--- src/rtl/apb_reg_arbiter_pkg.sv ---
// Shared definitions for the two-master APB register-file arbiter:
// FSM state encoding and default APB widths / timeout length.
package apb_reg_arbiter_pkg;

  localparam int unsigned ADDR_W_DEF      = 8;
  localparam int unsigned DATA_W_DEF      = 8;
  localparam int unsigned TIMEOUT_CYC_DEF = 16;

  localparam logic [1:0] ST_IDLE_ENC   = 2'd0;
  localparam logic [1:0] ST_SETUP_ENC  = 2'd1;
  localparam logic [1:0] ST_ACCESS_ENC = 2'd2;

  typedef enum logic [1:0] {
    ST_IDLE   = ST_IDLE_ENC,
    ST_SETUP  = ST_SETUP_ENC,
    ST_ACCESS = ST_ACCESS_ENC
  } arb_state_e;

endpackage

--- src/rtl/apb_rr_arb2.sv ---
// Two-way round-robin grant. last_grant_i is the index of the master served
// most recently; on a tie the other master wins. Purely combinational.
module apb_rr_arb2 (
  input  logic [1:0] req_i,
  input  logic       last_grant_i,
  output logic [1:0] gnt_o
);

  // One-hot grant selection
  always_comb begin
    gnt_o = 2'b00;
    case (req_i)
      2'b01:   gnt_o = 2'b01;
      2'b10:   gnt_o = 2'b10;
      2'b11:   gnt_o = last_grant_i ? 2'b01 : 2'b10;
      default: gnt_o = 2'b00;
    endcase
  end

endmodule

--- src/rtl/apb_reg_arbiter.sv ---
// Two-master APB arbiter in front of a single register-file slave.
// Round-robin grant, one transfer in flight, registered slave-side
// SETUP/ACCESS phases; the non-granted master is stalled with PREADY low.
// Optional macro APB_ARB_TIMEOUT_EN: forces an error completion when the
// slave holds PREADY low for TIMEOUT_CYC ACCESS cycles.
module apb_reg_arbiter
  import apb_reg_arbiter_pkg::*;
#(
  parameter int unsigned ADDR_W      = ADDR_W_DEF,
  parameter int unsigned DATA_W      = DATA_W_DEF,
  parameter int unsigned TIMEOUT_CYC = TIMEOUT_CYC_DEF
) (
  input  logic              PCLK,
  input  logic              PRESETN,
  input  logic              PSEL_M0,
  input  logic              PSEL_M1,
  input  logic              PENABLE_M0,
  input  logic              PENABLE_M1,
  input  logic              PWRITE_M0,
  input  logic              PWRITE_M1,
  input  logic [ADDR_W-1:0] PADDR_M0,
  input  logic [ADDR_W-1:0] PADDR_M1,
  input  logic [DATA_W-1:0] PWDATA_M0,
  input  logic [DATA_W-1:0] PWDATA_M1,
  output logic [DATA_W-1:0] PRDATA_M0,
  output logic [DATA_W-1:0] PRDATA_M1,
  output logic              PREADY_M0,
  output logic              PREADY_M1,
  output logic              PSLVERR_M0,
  output logic              PSLVERR_M1,
  output logic              PSEL_S,
  output logic              PENABLE_S,
  output logic              PWRITE_S,
  output logic [ADDR_W-1:0] PADDR_S,
  output logic [DATA_W-1:0] PWDATA_S,
  input  logic [DATA_W-1:0] PRDATA_S,
  input  logic              PREADY_S,
  input  logic              PSLVERR_S
);

  arb_state_e        state_q, state_d;
  logic              last_grant_q, last_grant_d;
  logic              gidx_q, gidx_d;
  logic              psel_q, psel_d;
  logic              penable_q, penable_d;
  logic              pwrite_q, pwrite_d;
  logic [ADDR_W-1:0] paddr_q, paddr_d;
  logic [DATA_W-1:0] pwdata_q, pwdata_d;

  logic              in_access_s;
  logic              timeout_s;
  logic              complete_s;
  logic [1:0]        arb_req_s;
  logic              arb_last_s;
  logic [1:0]        gnt_s;
  logic              cap_write_s;
  logic [ADDR_W-1:0] cap_addr_s;
  logic [DATA_W-1:0] cap_data_s;

  // Master-side PENABLE is not needed: the grant keys on PSEL alone.
  logic unused_penable_s;
  assign unused_penable_s = PENABLE_M0 ^ PENABLE_M1;

  assign in_access_s = (state_q == ST_ACCESS);
  assign complete_s  = in_access_s && (PREADY_S || timeout_s);

  // In the completion cycle only the other master may be picked next;
  // the finishing master's PSEL is masked and it counts as last served.
  always_comb begin
    if (in_access_s) begin
      arb_req_s  = {PSEL_M1 & ~gidx_q, PSEL_M0 & gidx_q};
      arb_last_s = gidx_q;
    end else begin
      arb_req_s  = {PSEL_M1, PSEL_M0};
      arb_last_s = last_grant_q;
    end
  end

  apb_rr_arb2 u_arb (
    .req_i        (arb_req_s),
    .last_grant_i (arb_last_s),
    .gnt_o        (gnt_s)
  );

  // Request fields of the master that would be captured on a grant
  always_comb begin
    if (gnt_s[1]) begin
      cap_write_s = PWRITE_M1;
      cap_addr_s  = PADDR_M1;
      cap_data_s  = PWDATA_M1;
    end else begin
      cap_write_s = PWRITE_M0;
      cap_addr_s  = PADDR_M0;
      cap_data_s  = PWDATA_M0;
    end
  end

`ifdef APB_ARB_TIMEOUT_EN
  localparam int unsigned TO_W = $clog2(TIMEOUT_CYC + 1);

  logic [TO_W-1:0] to_cnt_q, to_cnt_d;

  // Fires on the TIMEOUT_CYC-th consecutive ACCESS cycle without PREADY_S
  assign timeout_s = in_access_s && !PREADY_S &&
                     (to_cnt_q == TO_W'(TIMEOUT_CYC - 1));

  // Timeout counter: cleared on SETUP entry, advances while ACCESS stalls
  always_comb begin
    to_cnt_d = to_cnt_q;
    if (state_d == ST_SETUP) begin
      to_cnt_d = {TO_W{1'b0}};
    end else if (in_access_s && !PREADY_S) begin
      to_cnt_d = to_cnt_q + TO_W'(1);
    end else begin
      to_cnt_d = to_cnt_q;
    end
  end

  // Timeout counter register
  always_ff @(posedge PCLK or negedge PRESETN) begin
    if (!PRESETN) begin
      to_cnt_q <= {TO_W{1'b0}};
    end else begin
      to_cnt_q <= to_cnt_d;
    end
  end
`else
  localparam logic [31:0] TIMEOUT_VEC = 32'(TIMEOUT_CYC);
  logic unused_timeout_s;
  assign unused_timeout_s = ^TIMEOUT_VEC;
  assign timeout_s        = 1'b0;
`endif

  // Next-state, grant capture and registered slave-side phase control
  always_comb begin
    state_d      = state_q;
    last_grant_d = last_grant_q;
    gidx_d       = gidx_q;
    psel_d       = psel_q;
    penable_d    = penable_q;
    pwrite_d     = pwrite_q;
    paddr_d      = paddr_q;
    pwdata_d     = pwdata_q;
    case (state_q)
      ST_IDLE: begin
        if (gnt_s != 2'b00) begin
          gidx_d    = gnt_s[1];
          pwrite_d  = cap_write_s;
          paddr_d   = cap_addr_s;
          pwdata_d  = cap_data_s;
          psel_d    = 1'b1;
          penable_d = 1'b0;
          state_d   = ST_SETUP;
        end else begin
          psel_d    = 1'b0;
          penable_d = 1'b0;
          state_d   = ST_IDLE;
        end
      end
      ST_SETUP: begin
        penable_d = 1'b1;
        state_d   = ST_ACCESS;
      end
      ST_ACCESS: begin
        if (complete_s) begin
          last_grant_d = gidx_q;
          if (gnt_s != 2'b00) begin
            gidx_d    = gnt_s[1];
            pwrite_d  = cap_write_s;
            paddr_d   = cap_addr_s;
            pwdata_d  = cap_data_s;
            psel_d    = 1'b1;
            penable_d = 1'b0;
            state_d   = ST_SETUP;
          end else begin
            psel_d    = 1'b0;
            penable_d = 1'b0;
            state_d   = ST_IDLE;
          end
        end else begin
          state_d = ST_ACCESS;
        end
      end
      default: begin
        psel_d    = 1'b0;
        penable_d = 1'b0;
        state_d   = ST_IDLE;
      end
    endcase
  end

  // State and slave-side output registers
  always_ff @(posedge PCLK or negedge PRESETN) begin
    if (!PRESETN) begin
      state_q      <= ST_IDLE;
      last_grant_q <= 1'b1;
      gidx_q       <= 1'b0;
      psel_q       <= 1'b0;
      penable_q    <= 1'b0;
      pwrite_q     <= 1'b0;
      paddr_q      <= {ADDR_W{1'b0}};
      pwdata_q     <= {DATA_W{1'b0}};
    end else begin
      state_q      <= state_d;
      last_grant_q <= last_grant_d;
      gidx_q       <= gidx_d;
      psel_q       <= psel_d;
      penable_q    <= penable_d;
      pwrite_q     <= pwrite_d;
      paddr_q      <= paddr_d;
      pwdata_q     <= pwdata_d;
    end
  end

  assign PSEL_S    = psel_q;
  assign PENABLE_S = penable_q;
  assign PWRITE_S  = pwrite_q;
  assign PADDR_S   = paddr_q;
  assign PWDATA_S  = pwdata_q;

  // Response routing: only the granted master, only in the completion
  // cycle, and only if it is still selecting (a dropped PSEL discards it)
  always_comb begin
    PREADY_M0  = 1'b0;
    PREADY_M1  = 1'b0;
    PRDATA_M0  = {DATA_W{1'b0}};
    PRDATA_M1  = {DATA_W{1'b0}};
    PSLVERR_M0 = 1'b0;
    PSLVERR_M1 = 1'b0;
    if (complete_s) begin
      if (gidx_q && PSEL_M1) begin
        PREADY_M1  = 1'b1;
        PRDATA_M1  = timeout_s ? {DATA_W{1'b0}} : PRDATA_S;
        PSLVERR_M1 = timeout_s | PSLVERR_S;
      end else if (!gidx_q && PSEL_M0) begin
        PREADY_M0  = 1'b1;
        PRDATA_M0  = timeout_s ? {DATA_W{1'b0}} : PRDATA_S;
        PSLVERR_M0 = timeout_s | PSLVERR_S;
      end else begin
        PREADY_M0 = 1'b0;
        PREADY_M1 = 1'b0;
      end
    end else begin
      PREADY_M0 = 1'b0;
      PREADY_M1 = 1'b0;
    end
  end

endmodule
--- config.mk ---
export PLATFORM = sky130hd
export DESIGN_NAME = apb_reg_arbiter
export DESIGN_NICKNAME = d
export VERILOG_FILES = /design/src/rtl/apb_reg_arbiter_pkg.sv /design/src/rtl/apb_rr_arb2.sv /design/src/rtl/apb_reg_arbiter.sv
export SDC_FILE = /design/constraint.sdc
export NUM_CORES = 1
export LEC_CHECK = 0
export BUFFER_PORTS_ARGS = -buffer_cell sky130_fd_sc_hd__buf_2
export CORE_AREA = 2 2 60 62
export CTS_BUF_LIST = sky130_fd_sc_hd__clkbuf_16
export DETAILED_ROUTE_END_ITERATION = 8
export DIE_AREA = 0 0 62 64
export PLACE_DENSITY = 0.75
export REMOVE_ABC_BUFFERS = 1
export SETUP_SLACK_MARGIN = 0.02
export SLEW_MARGIN = 20
export SYNTH_ARGS = -nofsm -noshare
export SYNTH_HDL_FRONTEND = slang
export SYNTH_SLANG_ARGS = --single-unit
--- constraint.sdc ---
create_clock -name PCLK -period 2 [get_ports PCLK]
set_input_delay 0.1 -clock PCLK [delete_from_list [all_inputs] [get_ports PCLK]]
set_output_delay 0.1 -clock PCLK [all_outputs]
set_load 0.005 [all_outputs]
Word level (Yosys, flattened, before mapping)

Cells that the tools add are included.

Flip-flop bits (word level): 23
Input port bits: 50
Output and inout bits: 39
Word-level logic and storage cells: 70

Equal/unequal tests: 6
Mux-type cells: 42
Bitwise gates (word level): 4
Reduce and logical (&&, ||, !) cells: 10

Operators by type and width:

| operator                                                               | count |
|---|---|
| 8-bit two-way mux                                                      | 11 |
| 8-bit case mux with 2 select lines                                     | 2 |
| 1-bit two-way mux                                                      | 20 |
| 2-bit case mux with 3 select lines                                     | 2 |
| 2-bit equality test (second input constant)                            | 3 |
| 2-bit two-way mux                                                      | 3 |
| 1-bit case mux with 2 select lines                                     | 3 |
| 2-bit AND reduction                                                    | 3 |
| 2-bit by 1-bit equality test with 1-bit output (second input constant) | 2 |
| 2-bit nonzero test                                                     | 2 |
| 1-bit logical AND                                                      | 3 |
| 1-bit case mux with 3 select lines                                     | 1 |
| 1-bit bitwise AND                                                      | 2 |
| 2-bit zero test                                                        | 1 |
| 2-bit by 1-bit != test with 1-bit output (second input constant)       | 1 |
| 1-bit NOT                                                              | 2 |
| 1-bit zero test                                                        | 1 |

Longest topological paths before layout

Gate-level depths: netlist (run 1).

Word-level depth: 9
Gate-level depth with buffers: 5
Gate-level depth less buffers: 4

Hierarchy

A second synthesis (run 1) with hierarchy kept.

Cells, all modules: 102
Area, all modules: 1,397.6 um^2

By module, submodules not included:

| module          | instances | cells an instance | area each (um^2) | seq. area each (um^2) |
|---|---|---|---|---|
| apb_reg_arbiter | 1         | 99                | 1,378.8          | 576.8 |
| apb_rr_arb2     | 1         | 3                 | 18.8             | 0.0 |

Worst setup path after synthesis (run 1)

No wires, ideal clock.

Path type: register -> register
Start: register last_grant_q
End: register pwdata_q[2] (netlist: PWDATA_S[2])
Data arrival time: 1.614 ns
Data required time: 1.875 ns
Setup slack: 0.261 ns
Stages on the path, launching flop included: 6
Clock period less this slack: 1.739 ns
Cells stage by stage: dfstp_2 nand2_1 o211ai_4 buf_6 mux2_4 mux2_4

Cells in the longest elaborated chain, start to end: 7
Elaborated cells between the ends (all ways): 8
Those cells by class: mux (7); reduce/logical (1)

Ends and longest elaborated chain:

| what                                                           | line                                                                  | text |
|---|---|---|
| start, declared                                                | apb_reg_arbiter.sv:42                                                 | `logic last_grant_q, last_grant_d;` |
| start signal, assigned                                         | apb_reg_arbiter.sv:205                                                | `last_grant_q <= last_grant_d;` |
| 1-bit two-way mux (*)                                          | apb_reg_arbiter.sv:70                                                 | `if (in_access_s) begin` |
| 2-bit two-way mux (*)                                          | apb_rr_arb2.sv:15                                                     | `2'b11: gnt_o = last_grant_i ? 2'b01 : 2'b10;` |
| 2-bit case mux with 3 select lines (*)                         | apb_rr_arb2.sv:12                                                     | `case (req_i)` |
| 8-bit two-way mux / 2-bit nonzero test (equally long branches) | apb_reg_arbiter.sv:87, apb_reg_arbiter.sv:146, apb_reg_arbiter.sv:167 |  |
| 8-bit two-way mux (*)                                          | apb_reg_arbiter.sv:146, apb_reg_arbiter.sv:167                        |  |
| 8-bit two-way mux                                              | apb_reg_arbiter.sv:165                                                | `if (complete_s) begin` |
| 8-bit case mux with 2 select lines (*)                         | apb_reg_arbiter.sv:144                                                | `case (state_q)` |
| end signal, assigned                                           | apb_reg_arbiter.sv:202                                                | `pwdata_q <= {DATA_W{1'b0}};` |
| end signal, assigned                                           | apb_reg_arbiter.sv:211                                                | `pwdata_q <= pwdata_d;` |
| end, declared                                                  | apb_reg_arbiter.sv:48                                                 | `logic [DATA_W-1:0] pwdata_q, pwdata_d;` |

Mark *: on every way between the ends. The rest lies on a longest branch, timed or not. The select of a mux whose other input is x is not followed.
A chain may end at the register's enable or synchronous reset.

Worst setup path in the final report (run 1)

Start: register state_q[0]
End: output port PSLVERR_M0

Cells in the longest elaborated chain, start to end: 3

Ends and longest elaborated chain:

| what                   | line                   | text |
|---|---|---|
| start, declared        | apb_reg_arbiter.sv:41  | `arb_state_e state_q, state_d;` |
| start signal, assigned | apb_reg_arbiter.sv:204 | `state_q <= state_d;` |
| 2-bit equality test    | apb_reg_arbiter.sv:64  | `assign in_access_s = (state_q == ST_ACCESS);` |
| 1-bit logical AND      | apb_reg_arbiter.sv:65  | `assign complete_s = in_access_s && (PREADY_S \|\| timeout_s);` |
| 1-bit two-way mux      | apb_reg_arbiter.sv:230 | `if (complete_s) begin` |
| end, declared          | apb_reg_arbiter.sv:29  | `output logic PSLVERR_M0,` |

No other way between the ends.

==> results of run 1 <==
==> stage by stage <==
| step | power [W] | area, um^2 | cells |
|---|---|---|---|
| 4_1_cts | 0.00245 | 1900 | 235 |
| 6_report | 0.00244 | 1910 | 235 |
| 5_1_grt | 0.00260 | 1910 | 235 |
| 3_5_place_dp | 0.00200 | 1810 | 230 |
| 3_3_place_gp | 0.00196 | 1810 | 230 |
| 2_1_floorplan | 0.00156 | 1280 | 95 |
==> layout make-up <==
type                            count  area share [%]
Inverter                            1           0.196
Clock buffer                        3            3.92
Timing Repair Buffer               90            24.8
Sequential cell                    23            30.1
Multi-Input combinational cell     71            37.6
Tap cell                           46            3.01
Clock inverter                      1           0.261
==> Yosys cell counts (all sizes together) <==
master	number
and2	18
dfstp	1
o21ai	1
o211ai	1
nor3b	1
nor2b	1
nor2	4
nand3b	1
inv	1
o21a	1
mux2	36
mux2i	1
dfrtp	22
buf	3
nand2	4
a2bb2oi	1
a21o	1
==> cell families after synthesis <==
group,synth area share (%)
mux,37.0
simple gates,13.1
flops,44.2
compound gates,3.83
buf+inv,1.92
==> flip-flops by register name (all words and copies together), names as in the netlist <==
register,cells
PADDR_S,8
PENABLE_S,1
PWDATA_S,8
PSEL_S,1
gidx_q,1
state_q,2
last_grant_q,1
PWRITE_S,1
==> metal layers <==
layer	GRT usage, %	part of all wire, %	up-vias
met1	18.4	36	504
met5	0	0	-
met3	3.24	9.1	5
li1	-	-	522
met4	3.99	0.72	0
met2	30.6	54	63
==> worst min-delay path: cells and delay by family <==
family	cells	cell delay (ns)
mux	2	0.24
buf+inv	1	0.07
==> what timing repair did <==
item                                    in CTS  in global routing
endpoints found under the setup margin       0                 12
endpoints found under the hold margin       22                  0
resized for setup                            0                  3
hold buffers                                 1                  0
==> power by group through the flow <==
stage	clock, W	sequential [W]	combinational [W]
after floorplan	0	0.000869	0.000696
after global placement	0	0.000859	0.00110
after detailed placement	0	0.000870	0.00113
after CTS	0.000437	0.000872	0.00114
after global routing	0.000466	0.000911	0.00123
final	0.000429	0.000874	0.00113
==> worst paths after layout <==
check / end / slack [ns] / depth (start not counted)
worst max-delay path: PSLVERR_M0 / 0.18 / 5
worst min-delay path: PWDATA_S[4] / 0.20 / 3
worst max register to register: PWDATA_S[6] / 0.20 / 5
worst min register to register: PENABLE_S / 0.48 / 1
max in group asynchronous: last_grant_q / 1.30 / 2
min in group asynchronous: PADDR_S[7] / 0.34 / 2
==> flow_summary.toml, run 1 <==
[clock_tree]
cts_root_buffer = "clkbuf_16"
postCtsSetupBuffers = 0
cts_max_path_buffers = 2
htreeDepth = 1
cts_tree = "built"
cts_buffers = 3
cts.sinks = 23
clkTransAtPathRegs_ns = 0.06
clk_latency_ns = 0.25

[grt]
grt.total_usage_pct = 16.5
antenna_found_initial = 0
grt_pass1_wl_mm = 4.80
gr-total-overflow = 0
grt_pass1_vias = 1072
grt_max_degree = 24

[sta]
maxSlewViolCount = 0
final_hold_viol_count = 0
fin_hold_ws_ns = 0.199
timing.final.crit_share_pct = 90.9
final.setup.worst_slack_ns = 0.181
tns_ns = 0
rsz0062_at_grt = "true"
slew_headroom_pct = 66.9
setup_viol = 0
min_period_ns = 1.82
fin_skew_ns = 0.00361
tightestPinTransition_ns = 0.496
fmax_mhz = 550

[cells_and_area]
fin_nets = 240
most-common-layout-cells = "86 x buf_2, 22 x dfrtp_1, 18 x and2_1, 18 x mux2_4, 17 x mux2_2"
area_growth_pct = 46.6
fillerInstances = 291
seqCellArea_um2 = 577
antenna_cells = 0
multi_input_area_um2 = 721
fin_util_pct = 58.3
post_route_cells_drive_above_1_share_pct = 70.9
final_common_cell = "buf_2"

[floorplan]
dieArea_um2 = 3970
core_um2 = 3280
start_util_pct = 39.8
die_w_um = 62
io_pins = 89
die_y_um = 64
rows = 21

[drt]
drt_iter0_markers = 13
vias = 1094
wl_per_cell_um = 13.5
drc = 0
ant_nets = 0
routed_via_density = 4.66
first_pass_iters = 2
routed_wl_mm = 3.18

[worst_setup_path]
cp_cell_sequence = "nor2b_2 > nand2_1 > nor3b_4 > and2_1 > buf_2"
r2r_start = "gidx_q"
cp_slowest_stage_delay_ns = 0.45
cp.required_ns = 1.90
cp_max_fo = 10
startpoint_type = "flip-flop"
worstPathArrival_ns = 1.72
worst_path_max_delay_cell = "dfrtp_1"
critical_path_class = "reg -> out"
cp_top_family = "simple AND/OR/NAND/NOR gates"
end_kind = "output port"
path_buf_inv = 1
startpoint = "state_q[0]"

[power]
power.switching_w = 0.000749
clkPwrFrac_pct = 17.6
comb_power_share_pct = 46.5
seqPwrFrac_pct = 35.9
power_density_nw_per_um2 = 1270
power.leakage_nw = 1.03
intPower_w = 0.00169
vdd_drop_max_v = 0.000723
sw_frac_of_total_pct = 30.8

[logic_synthesis]
syn_avg_cell_area_um2 = 13.3
yosysTopAreaCellShare_pct = 42.1
synth_area_leader_cell = "dfrtp_1"
synth_area_um2 = 1310
ys_ff_latch = 23
syn_inst = 98
yosys.cell_types.count = 20
synthTopCellsByArea = "dfrtp_1 42%, mux2_4 21%, mux2_2 15%"
yosys_warnings = 0
synth-seq-area-share_pct = 44.2

[job]
cap_violations = 0

[worst_hold_path]
worstHoldStart = "PWDATA_M1[4]"
hp-class = "in -> reg"

[place]
dpl.hpwl_mm = 2.60
gp_congestion = 0.716
place_ws_ns = 0.129
port_buffers = 86

[status]
status = "finished clean"
(Power assumes the default switching activity.)
==> inputs of run 2 (changes only) <==
--- a/config.mk
+++ b/config.mk
@@ -10,7 +10,7 @@
 export CTS_BUF_LIST = sky130_fd_sc_hd__clkbuf_16
 export DETAILED_ROUTE_END_ITERATION = 8
 export DIE_AREA = 0 0 62 64
-export PLACE_DENSITY = 0.75
+export PLACE_DENSITY_LB_ADDON = 0.05
 export REMOVE_ABC_BUFFERS = 1
 export SETUP_SLACK_MARGIN = 0.02
 export SLEW_MARGIN = 20
==> run 2 against run 1 <==
Effect of this change: count of clock-buffer cells in the layout did not move; worst hold slack gained 0.0072 ns; design area increased by 1.2%; largest cell class unchanged; highest routed layer unchanged.
==> flow_summary.toml, run 2 (synthesized netlist as in run 1, its figures left out) <==
[cells_and_area]
fillerInstances = 288
seqCellArea_um2 = 577
most-common-layout-cells = "86 x buf_2, 22 x dfrtp_1, 18 x and2_1, 18 x mux2_4, 17 x mux2_2"
final_common_cell = "buf_2"
area_growth_pct = 48.3
antenna_cells = 0
post_route_cells_drive_above_1_share_pct = 71.7
fin_nets = 242
multi_input_area_um2 = 736

[clock_tree]
clk_latency_ns = 0.25
cts.sinks = 23
cts_buffers = 3
cts_root_buffer = "clkbuf_16"
htreeDepth = 1
cts_tree = "built"
postCtsSetupBuffers = 0
clkTransAtPathRegs_ns = 0.06
cts_max_path_buffers = 2

[floorplan]
core_um2 = 3280
rows = 21
io_pins = 89
die_y_um = 64
dieArea_um2 = 3970
die_w_um = 62
start_util_pct = 39.8

[grt]
grt.total_usage_pct = 14.2
grt-busiest-layer = "met2"
grt_use_met1_pct = 16.3
grt_pass1_wl_mm = 4.25
use_met2_pct = 25.5
gr-usage-met3_pct = 2.23
antenna_found_initial = 0
grt_pass1_vias = 968
grt_max_degree = 24
gr-total-overflow = 0

[drt]
routed_wl_mm = 2.81
routed_via_density = 4.60
drt_iter0_markers = 12
ant_nets = 0
drc = 0
wl_per_cell_um = 11.9
first_pass_iters = 3
vias = 1090

[worst_setup_path]
end_kind = "flip-flop"
cp_top_family = "multiplexers"
cp.required_ns = 2.13
worst_path_max_delay_cell = "dfrtp_1"
cp.depth = 6
critical_path_class = "reg -> reg"
path_buf_inv = 2
worstRegToRegCells = 6
cp_max_fo = 18
worstPathArrival_ns = 1.94
cp_slowest_stage_delay_ns = 0.38
cp_common_cell = "mux2_2"
startpoint_type = "flip-flop"
cp_cell_sequence = "buf_4 > nor2b_2 > o211ai_4 > buf_12 > mux2_2 > mux2_2"

[sta]
tightestPinTransition_ns = 0.676
fin_skew_ns = 0.00108
setup_viol = 0
slew_headroom_pct = 54.8
maxSlewViolCount = 0
fmax_mhz = 553
min_period_ns = 1.81
final_hold_viol_count = 0
timing.final.crit_share_pct = 90.4
fin_hold_ws_ns = 0.206
rsz0062_at_grt = "false"

[power]
vdd_drop_max_v = 0.000769
power_w = 0.00243
power.leakage_nw = 1.04
power_density_nw_per_um2 = 1250

[job]
cap_violations = 0

[status]
status = "finished clean"

[place]
dpl.hpwl_mm = 2.15
port_buffers = 86
gp_congestion = 0.801

[worst_hold_path]
whs_path_depth = 3
hp-class = "in -> reg"
## run 2: cell types whose count changed in the layout (fill, tap and decap cells not counted), sizes merged
| cell | delta |
|---|---|
| nor3b | +1 |
| buf | +1 |
## run 2: layout make-up
type / instances / share of cell area [%]
timing repair buffer: 91 / 24.9
multi-input combinational: 72 / 38.0
inverter: 1 / 0.194
clock buffer: 3 / 3.88
sequential: 23 / 29.8
tap: 46 / 2.97
clock inverter: 1 / 0.258
## run 2: final timing paths
kind | end | startpoint | slack, ns
setup / recovery | PWDATA_S[0] | state_q[1] | 0.19
hold / removal | PWDATA_S[6] | PWDATA_M0[6] | 0.21
setup reg to reg | PWDATA_S[0] | state_q[1] | 0.19
hold reg to reg | PENABLE_S | PENABLE_S | 0.47
max in group asynchronous | last_grant_q | PRESETN | 1.29
min in group asynchronous | PADDR_S[5] | PRESETN | 0.35
## run 2: what timing repair did
action / 4_1_cts / 5_1_grt
setup endpoints to repair: 17 / 19
pin swaps: 0 / 1
cloned: 0 / 1
gates resized for setup: 1 / 3
hold buffers: 1 / 0
hold endpoints to repair: 22 / 0
## run 2: per-stage QoR
stage                     TNS, ns  setup slack, ns  instances  util (%)  instance area (um^2)
after CTS                       0           0.0363        236      58.2                  1910
final                           0            0.192        237      59.0                  1940
after detailed placement    -1.02           -0.104        231      55.4                  1820
after global routing            0           0.0351        237      59.0                  1940
after floorplan             -4.15           -0.278         95         -                  1280
after global placement     -0.319          -0.0413        231      55.4                  1820
## run 2: worst min-delay path, stage by stage
cell and delay [ns]:
buf_2 0.07, mux2_4 0.12, mux2_4 0.12
## run 2: report_power, final
group          internal (W)  switching [W]  total (W)
combinational      0.000719       0.000458    0.00118
clock              0.000268       0.000145   0.000413
sequential         0.000714       0.000123   0.000837
## run 2: per-layer routing
layer | vias up | share of wire (%)
met2 | 52 | 52
met4 | 0 | 0.64
met5 | - | 0
met1 | 508 | 39
met3 | 2 | 8.3
li1 | 528 | -
